### src/rtl/bram_frame_writer_pkg.sv
// Shared types and constants for the frame-buffer capture path (package fw_pkg).
// Frame geometry defaults, state encoding and frame-tag width.
package fw_pkg;

    localparam int DEF_IN_W  = 640;
    localparam int DEF_IN_H  = 480;
    localparam int FRAME_PIX = DEF_IN_W * DEF_IN_H;
    localparam int DEF_AB    = $clog2(FRAME_PIX);
    localparam int TAG_W     = 4;

    typedef enum logic [1:0] {
        WAIT_SOF = 2'd0,
        WRITE    = 2'd1,
        COMMIT   = 2'd2
    } fw_state_e;

endpackage

### src/rtl/bram_frame_writer_if.sv
// Raster pixel stream into the frame writer: one pixel per valid cycle, no backpressure.
interface bram_frame_writer_if;
    import fw_pkg::*;

    logic             in_valid;
    logic             in_sof;
    logic             in_eol;
    logic [7:0]       in_data;
    logic [TAG_W-1:0] image_num_in;

    modport master (output in_valid, in_sof, in_eol, in_data, image_num_in);
    modport slave  (input  in_valid, in_sof, in_eol, in_data, image_num_in);
endinterface

### src/rtl/bram_frame_writer_xy_counter.sv
// Pixel position tracker: x/y coordinates plus a linear address kept in lock-step,
// so the BRAM address never needs a multiply.
module fw_xy_counter
    import fw_pkg::*;
#(
    parameter int IN_W = DEF_IN_W,
    parameter int IN_H = DEF_IN_H,
    parameter int AB   = DEF_AB
) (
    input  logic          clk,
    input  logic          srst,
    input  logic          clr,
    input  logic          sof_ld,
    input  logic          inc,
    output logic [AB-1:0] addr_r,
    output logic          last_x_s,
    output logic          last_y_s
);
    localparam int XW = (IN_W > 1) ? $clog2(IN_W) : 1;
    localparam int YW = (IN_H > 1) ? $clog2(IN_H) : 1;

    logic [XW-1:0] x_r;
    logic [YW-1:0] y_r;

    assign last_x_s = (x_r == XW'(IN_W - 1));
    assign last_y_s = (y_r == YW'(IN_H - 1));

    // SOF pixel itself lands at address 0, so the load leaves the counter pointing at pixel 1
    always_ff @(posedge clk) begin
        if (srst || clr) begin
            x_r    <= '0;
            y_r    <= '0;
            addr_r <= '0;
        end else if (sof_ld) begin
            x_r    <= XW'(1);
            y_r    <= '0;
            addr_r <= AB'(1);
        end else if (inc) begin
            if (last_x_s) begin
                x_r <= '0;
                y_r <= y_r + YW'(1);
            end else begin
                x_r <= x_r + XW'(1);
            end
            addr_r <= addr_r + AB'(1);
        end
    end
endmodule

### src/rtl/bram_frame_writer.sv
// Capture side of the ping-pong frame buffer: writes complete raster frames into BRAM Port-A.
// Optional FW_STATS_EN adds saturating committed-frame and dropped-frame counters.
module bram_frame_writer
    import fw_pkg::*;
#(
    parameter int IN_W = DEF_IN_W,
    parameter int IN_H = DEF_IN_H,
    parameter int AB   = DEF_AB
) (
    input  logic             clk,
    input  logic             srst,
    bram_frame_writer_if.slave pix,
    output logic [AB-1:0]    addr_a,
    output logic [7:0]       din_a,
    output logic             we_a,
    output logic             wr_bank,
    output logic             swap,
    output logic [TAG_W-1:0] image_num_out,
    output logic             err_line,
    output logic             err_sof
`ifdef FW_STATS_EN
    ,
    output logic [15:0]      frame_cnt,
    output logic [15:0]      drop_cnt
`endif
);
    fw_state_e        state_r, state_nx_s;
    logic [TAG_W-1:0] tag_r;
    logic [AB-1:0]    cnt_addr_s, addr_s;
    logic             last_x_s, last_y_s;
    logic             we_s, clr_s, sof_ld_s, inc_s, tag_ld_s, commit_s;
    logic             err_line_s, err_sof_s;

    fw_xy_counter #(.IN_W(IN_W), .IN_H(IN_H), .AB(AB)) u_xy (
        .clk      (clk),
        .srst     (srst),
        .clr      (clr_s),
        .sof_ld   (sof_ld_s),
        .inc      (inc_s),
        .addr_r   (cnt_addr_s),
        .last_x_s (last_x_s),
        .last_y_s (last_y_s)
    );

    // State register
    always_ff @(posedge clk) begin
        if (srst) begin
            state_r <= WAIT_SOF;
        end else begin
            state_r <= state_nx_s;
        end
    end

    // Next state, write strobe and error decode; SOF is checked before EOL so err_sof wins
    always_comb begin
        state_nx_s = state_r;
        we_s       = 1'b0;
        addr_s     = cnt_addr_s;
        clr_s      = 1'b0;
        sof_ld_s   = 1'b0;
        inc_s      = 1'b0;
        tag_ld_s   = 1'b0;
        commit_s   = 1'b0;
        err_line_s = 1'b0;
        err_sof_s  = 1'b0;
        case (state_r)
            WAIT_SOF, COMMIT: begin
                commit_s = (state_r == COMMIT);
                if (pix.in_valid && pix.in_sof) begin
                    we_s       = 1'b1;
                    addr_s     = '0;
                    sof_ld_s   = 1'b1;
                    tag_ld_s   = 1'b1;
                    state_nx_s = WRITE;
                end else begin
                    state_nx_s = WAIT_SOF;
                end
            end
            WRITE: begin
                if (!pix.in_valid) begin
                    state_nx_s = WRITE;
                end else if (pix.in_sof) begin
                    err_sof_s = 1'b1;
                    we_s      = 1'b1;
                    addr_s    = '0;
                    sof_ld_s  = 1'b1;
                    tag_ld_s  = 1'b1;
                end else if (pix.in_eol != last_x_s) begin
                    err_line_s = 1'b1;
                    clr_s      = 1'b1;
                    state_nx_s = WAIT_SOF;
                end else if (last_x_s && last_y_s) begin
                    we_s       = 1'b1;
                    state_nx_s = COMMIT;
                end else begin
                    we_s  = 1'b1;
                    inc_s = 1'b1;
                end
            end
            default: begin
                clr_s      = 1'b1;
                state_nx_s = WAIT_SOF;
            end
        endcase
    end

    // Registered Port-A outputs, bank flip and status pulses
    always_ff @(posedge clk) begin
        if (srst) begin
            addr_a        <= '0;
            din_a         <= 8'd0;
            we_a          <= 1'b0;
            wr_bank       <= 1'b0;
            swap          <= 1'b0;
            image_num_out <= '0;
            err_line      <= 1'b0;
            err_sof       <= 1'b0;
            tag_r         <= '0;
        end else begin
            we_a     <= we_s;
            swap     <= commit_s;
            wr_bank  <= wr_bank ^ commit_s;
            err_line <= err_line_s;
            err_sof  <= err_sof_s;
            if (we_s) begin
                addr_a <= addr_s;
                din_a  <= pix.in_data;
            end
            // a SOF in the commit cycle retags only after the old tag has been published
            if (commit_s) begin
                image_num_out <= tag_r;
            end
            if (tag_ld_s) begin
                tag_r <= pix.image_num_in;
            end
        end
    end

`ifdef FW_STATS_EN
    // Saturating frame statistics
    always_ff @(posedge clk) begin
        if (srst) begin
            frame_cnt <= 16'd0;
            drop_cnt  <= 16'd0;
        end else begin
            if (commit_s && (frame_cnt != 16'hFFFF)) begin
                frame_cnt <= frame_cnt + 16'd1;
            end
            if ((err_line_s || err_sof_s) && (drop_cnt != 16'hFFFF)) begin
                drop_cnt <= drop_cnt + 16'd1;
            end
        end
    end
`endif

endmodule
### src/flat_wrapper.sv
// flat-port wrapper written by rule: the top's interface ports become plain ports
module bram_frame_writer_flat import fw_pkg::*;
#(
    parameter int IN_W = DEF_IN_W,
    parameter int IN_H = DEF_IN_H,
    parameter int AB   = DEF_AB
)
  (clk, srst, addr_a, din_a, we_a, wr_bank, swap, image_num_out, err_line, err_sof, pix_in_valid, pix_in_sof, pix_in_eol, pix_in_data, pix_image_num_in);
  bram_frame_writer_if pix_i ();
  input  logic clk;
  input  logic srst;
  output logic [AB-1:0] addr_a;
  output logic [7:0] din_a;
  output logic we_a;
  output logic wr_bank;
  output logic swap;
  output logic [TAG_W-1:0] image_num_out;
  output logic err_line;
  output logic err_sof;
  input wire logic [$bits(pix_i.in_valid)-1:0] pix_in_valid;
  input wire logic [$bits(pix_i.in_sof)-1:0] pix_in_sof;
  input wire logic [$bits(pix_i.in_eol)-1:0] pix_in_eol;
  input wire logic [$bits(pix_i.in_data)-1:0] pix_in_data;
  input wire logic [$bits(pix_i.image_num_in)-1:0] pix_image_num_in;
  assign pix_i.in_valid = pix_in_valid;
  assign pix_i.in_sof = pix_in_sof;
  assign pix_i.in_eol = pix_in_eol;
  assign pix_i.in_data = pix_in_data;
  assign pix_i.image_num_in = pix_image_num_in;
  bram_frame_writer #(.IN_W(IN_W), .IN_H(IN_H), .AB(AB)) u_core (.clk(clk), .srst(srst), .pix(pix_i), .addr_a(addr_a), .din_a(din_a), .we_a(we_a), .wr_bank(wr_bank), .swap(swap), .image_num_out(image_num_out), .err_line(err_line), .err_sof(err_sof));
endmodule
### config.mk
export PLATFORM = sky130hd
export DESIGN_NAME = bram_frame_writer_flat
export DESIGN_NICKNAME = d
export VERILOG_FILES = /design/src/rtl/bram_frame_writer_pkg.sv /design/src/rtl/bram_frame_writer_if.sv /design/src/rtl/bram_frame_writer_xy_counter.sv /design/src/rtl/bram_frame_writer.sv /design/src/flat_wrapper.sv
export SDC_FILE = /design/constraint.sdc
export NUM_CORES = 1
export LEC_CHECK = 0
export BUFFER_PORTS_ARGS = -buffer_cell sky130_fd_sc_hd__buf_2
export CAP_MARGIN = 20
export CORE_ASPECT_RATIO = 0.75
export CORE_MARGIN = 2
export CORE_UTILIZATION = 30
export CTS_BUF_LIST = sky130_fd_sc_hd__clkbuf_4 sky130_fd_sc_hd__clkbuf_8
export CTS_CLUSTER_DIAMETER = 150
export DETAILED_ROUTE_END_ITERATION = 6
export SYNTH_ARGS = -nofsm -noshare
export SYNTH_HDL_FRONTEND = slang
export SYNTH_HIERARCHICAL = 1
export SYNTH_SLANG_ARGS = --single-unit
### constraint.sdc
create_clock -name clk -period 2.7 [get_ports clk]
set_input_delay 0.54 -clock clk [delete_from_list [all_inputs] [get_ports clk]]
set_output_delay 0.54 -clock clk [all_outputs]
set_load 0.1 [all_outputs]
==> impl_metrics.yaml <==
route:
  vias: 2863
  ant_nets: 0
  wirelength_mm: 7.38
  drcViolationCount: 0
  initialDrtViolationCount: 148
  dr.pass1.iters: 4
  wl_per_cell_um: 12.1
  avgViaCountPerCell: 4.70
logic_synthesis:
  async_reset_ff_share_pct: 0
  seq_area_frac_synth_pct: 44.6
  avgSynthCellArea_um2: 9.27
  synth_warnings: 6
  synth_flop_cell: "dfxtp_1"
  synth_edf_count: 0
  synth_fp_nets: 407
  syn_inst: 387
  syn_area_um2: 3590
  synth_seq_cells: 80
  synthDistinctLibCells: 43
power:
  seq_power_share_pct: 50.7
  p_comb_share_pct: 8.0
  net-switching-power_uw: 555
  vdd_drop_max_mv: 0.201
  switching_share_pct: 23.4
  power_leakage_nw: 1.57
  power_density_nw_per_um2: 554
  internal_power_mw: 1.82
  clkPwrFrac_pct: 41.3
grt:
  grt_max_degree: 71
  grt.total_usage_pct: 11.9
  grt_pass1_vias: 2613
  grt_antenna_before_repair: 0
  grt_pass1_wl_mm: 12.1
  overflow: 0
timing:
  hold_viol: 0
  slew_viol_final: 0
  fin_crit_sh_pct: 93.3
  max_freq_mhz: 397
  post-route-min-period_ps: 2520
  finalSetupViolations: 0
  slew_headroom_pct: 56.7
  fin_skew_ps: 10.2
  holdWs_ps: 440
  tightest_slew_ps: 650
critical_path:
  reg2regPathDepth: 12
  r2r-start: "u_core/u_xy/y_r[0]$_SDFFE_PP0P_"
  cp_num_buf_inv: 1
  startpoint: "u_core/u_xy/y_r[0]$_SDFFE_PP0P_"
  setup.worst_path.start_class: "register"
  cp_top_family: "simple AND/OR/NAND/NOR gates"
  worstPathCellList: "ha_2 > and4_4 > nand3_1 > nor3b_2 > and3b_1 > o21ai_2 > nor2_1 > nand2_1 > or3_4 > buf_4 > or3_1 > a21oi_1"
  reg2reg_slack_ps: 180
  critical_path_class: "reg -> reg"
  cp_slowest_cell: "or3_1"
  end_kind: "register"
  critical-path-max-stage-delay_ps: 360
  cp.required_ps: 2970
  rr_endpoint: "u_core/u_xy/y_r[5]$_SDFFE_PP0P_"
  crit_fanout: 6
  critPathArrivalTime_ps: 2780
job:
  maxCapViolations: 0
clock_tree:
  cts_tree: "built"
  cts-hold-fix-buffers: 0
  cts_max_path_buffers: 2
  clock_sinks: 80
  insertion_delay_ps: 340
  clk_pin_slew_ps: 80
  cts_root_buf: "clkbuf_8"
  htreeDepth: 3
  numCtsBuffers: 9
floorplan:
  num_rows: 34
  ios: 53
  initial_core_util_pct: 30.9
  core_region_area_um2: 11600
  die-height_um: 98.7
  dieArea_um2: 12900
  die_x_um: 130
status:
  status: "finished clean"
hold_path:
  hold_path.startpoint: "pix_image_num_in[3]"
  hp-class: "in -> reg"
  min_path_cells: 3
  holdPathEnd: "u_core/tag_r[3]$_SDFFE_PP0P_"
layout:
  area_growth_pct: 19.7
  final_util_pct: 37.0
  antenna_cells: 0
  drive_gt1_share_pct: 22.8
  nFillCells: 1152
  layout.nets: 463
placed_design:
  dpl.hpwl_mm: 5.06
  place.gp.congestion: 0.826
  portBuffers: 52
cells in the final DEF, fill, tap and decap left out, types with 2 or more instances in the layout:
cell type  count
o21ai_1        4
buf_2         52
o32ai_2       11
mux2i_1       14
buf_4         13
and3b_1        2
nand4b_1       2
and4_1         5
xor2_1        13
bufinv_16      2
nand2_1       13
and2_1         3
and3_1         5
o32ai_1        8
o21ai_0       10
nor3_1         3
nor2b_1        4
nor3b_1        2
nor2_1        38
nand2b_1      37
inv_1         26
clkbuf_8      11
or3_1         11
a21oi_1       18
nand4_1        8
nand3_1       14
xnor2_1       13
nor4_1         3
ha_1           2
dfxtp_1       79
per-stage QoR:
step	TNS, ps	instances	worst slack (ps)	area [um^2]	power (mW)
CTS	0	607	69.9	4260	2.40
global route	-2.34	609	-2.34	4290	2.47
detailed placement	0	592	86.1	4040	1.42
global placement	0	592	201	4040	1.42
floorplan	0	387	121	3590	1.38
finish	0	609	182	4290	2.38
cell type report:
cell class                 instances  area (um^2)  area share [%]
multi-input combinational        261         1810            42.1
clock inverter                     3         65.1            1.52
inverter                          26         97.6            2.27
tap                              162          203            4.72
clock buffer                      12          159            3.70
timing repair buffer              65          358            8.33
sequential                        80         1600            37.3
synthesized netlist by cell type (all sizes together) (2+ instances only):
library cell / instances / share of area [%]
dfxtp: 80 / 45
o21ai: 15 / 2.1
nor2: 38 / 4.0
and2: 3 / 0.52
nor2b: 4 / 0.70
inv: 26 / 2.7
clkbuf: 13 / 1.4
nand3: 14 / 2.0
nor4: 3 / 0.52
o32ai: 19 / 6.9
nand2b: 37 / 6.5
nor3b: 3 / 0.63
nand4: 9 / 1.7
and3: 6 / 1.1
ha: 3 / 1.0
and4: 7 / 1.7
and3b: 2 / 0.49
mux2i: 14 / 3.9
xnor2: 13 / 3.2
xor2: 13 / 3.2
buf: 7 / 1.5
nor3: 4 / 0.56
a21oi: 18 / 2.5
nand4b: 2 / 0.49
nand2: 13 / 1.4
or3: 12 / 2.1
flip-flops by register name, indices dropped and copies added (netlist names), 2 cells and up:
signal / count
u_core/addr_a: 19
u_core/image_num_out: 4
u_core/u_xy/y_r: 9
u_core/u_xy/addr_r: 19
u_core/state_r: 2
u_core/tag_r: 4
u_core/din_a: 8
u_core/u_xy/x_r: 10
layer usage:
layer	up-vias	GRT usage, %	share of wire, %
met5	-	0	0
met4	0	6.20	2.3
met3	14	2.66	4.7
met2	59	18.2	44
met1	1336	15.5	49
li1	1454	-	-
repair_timing:
action	4_1_cts	5_1_grt
setup endpoints to repair	0	13
resized for setup	0	6
endpoints found under the hold margin	0	0
buffers inserted	0	2
kinds of logic after synthesis:
kind of cell	synth area share, %
AND/OR/NAND/NOR	26.0
adder cells (fa/ha/maj)	1.05
AO/OA/AOI/OAI	12.4
multiplexers	3.91
flip-flops	44.6
XOR/XNOR	6.35
buffers and inverters	5.61
power groups by stage:
stage,sequential [mW],combinational [mW],clock [mW]
floorplan,1.30,0.0849,0
global placement,1.23,0.188,0
detailed placement,1.23,0.189,0
CTS,1.21,0.190,1.01
global route,1.21,0.204,1.06
finish,1.21,0.190,0.982
tightest hold or removal path: cells and delay by family:
kind	cells	cell delay, ps
buf+inv	1	90
simple gates	1	50
compound gates	1	50
worst max-delay path by stage:
stage	cells after the start	endpoint	slack, ps
floorplan	11	u_core/u_xy/addr_r[17]$_SDFFE_PP0P_	120
global placement	12	u_core/u_xy/addr_r[15]$_SDFFE_PP0P_	200
detailed placement	12	u_core/u_xy/y_r[5]$_SDFFE_PP0P_	90
CTS	12	u_core/u_xy/addr_r[15]$_SDFFE_PP0P_	70
global route	13	u_core/u_xy/addr_r[6]$_SDFFE_PP0P_	-2
finish	12	u_core/u_xy/y_r[5]$_SDFFE_PP0P_	180
Power figures use the tool's default switching activity.
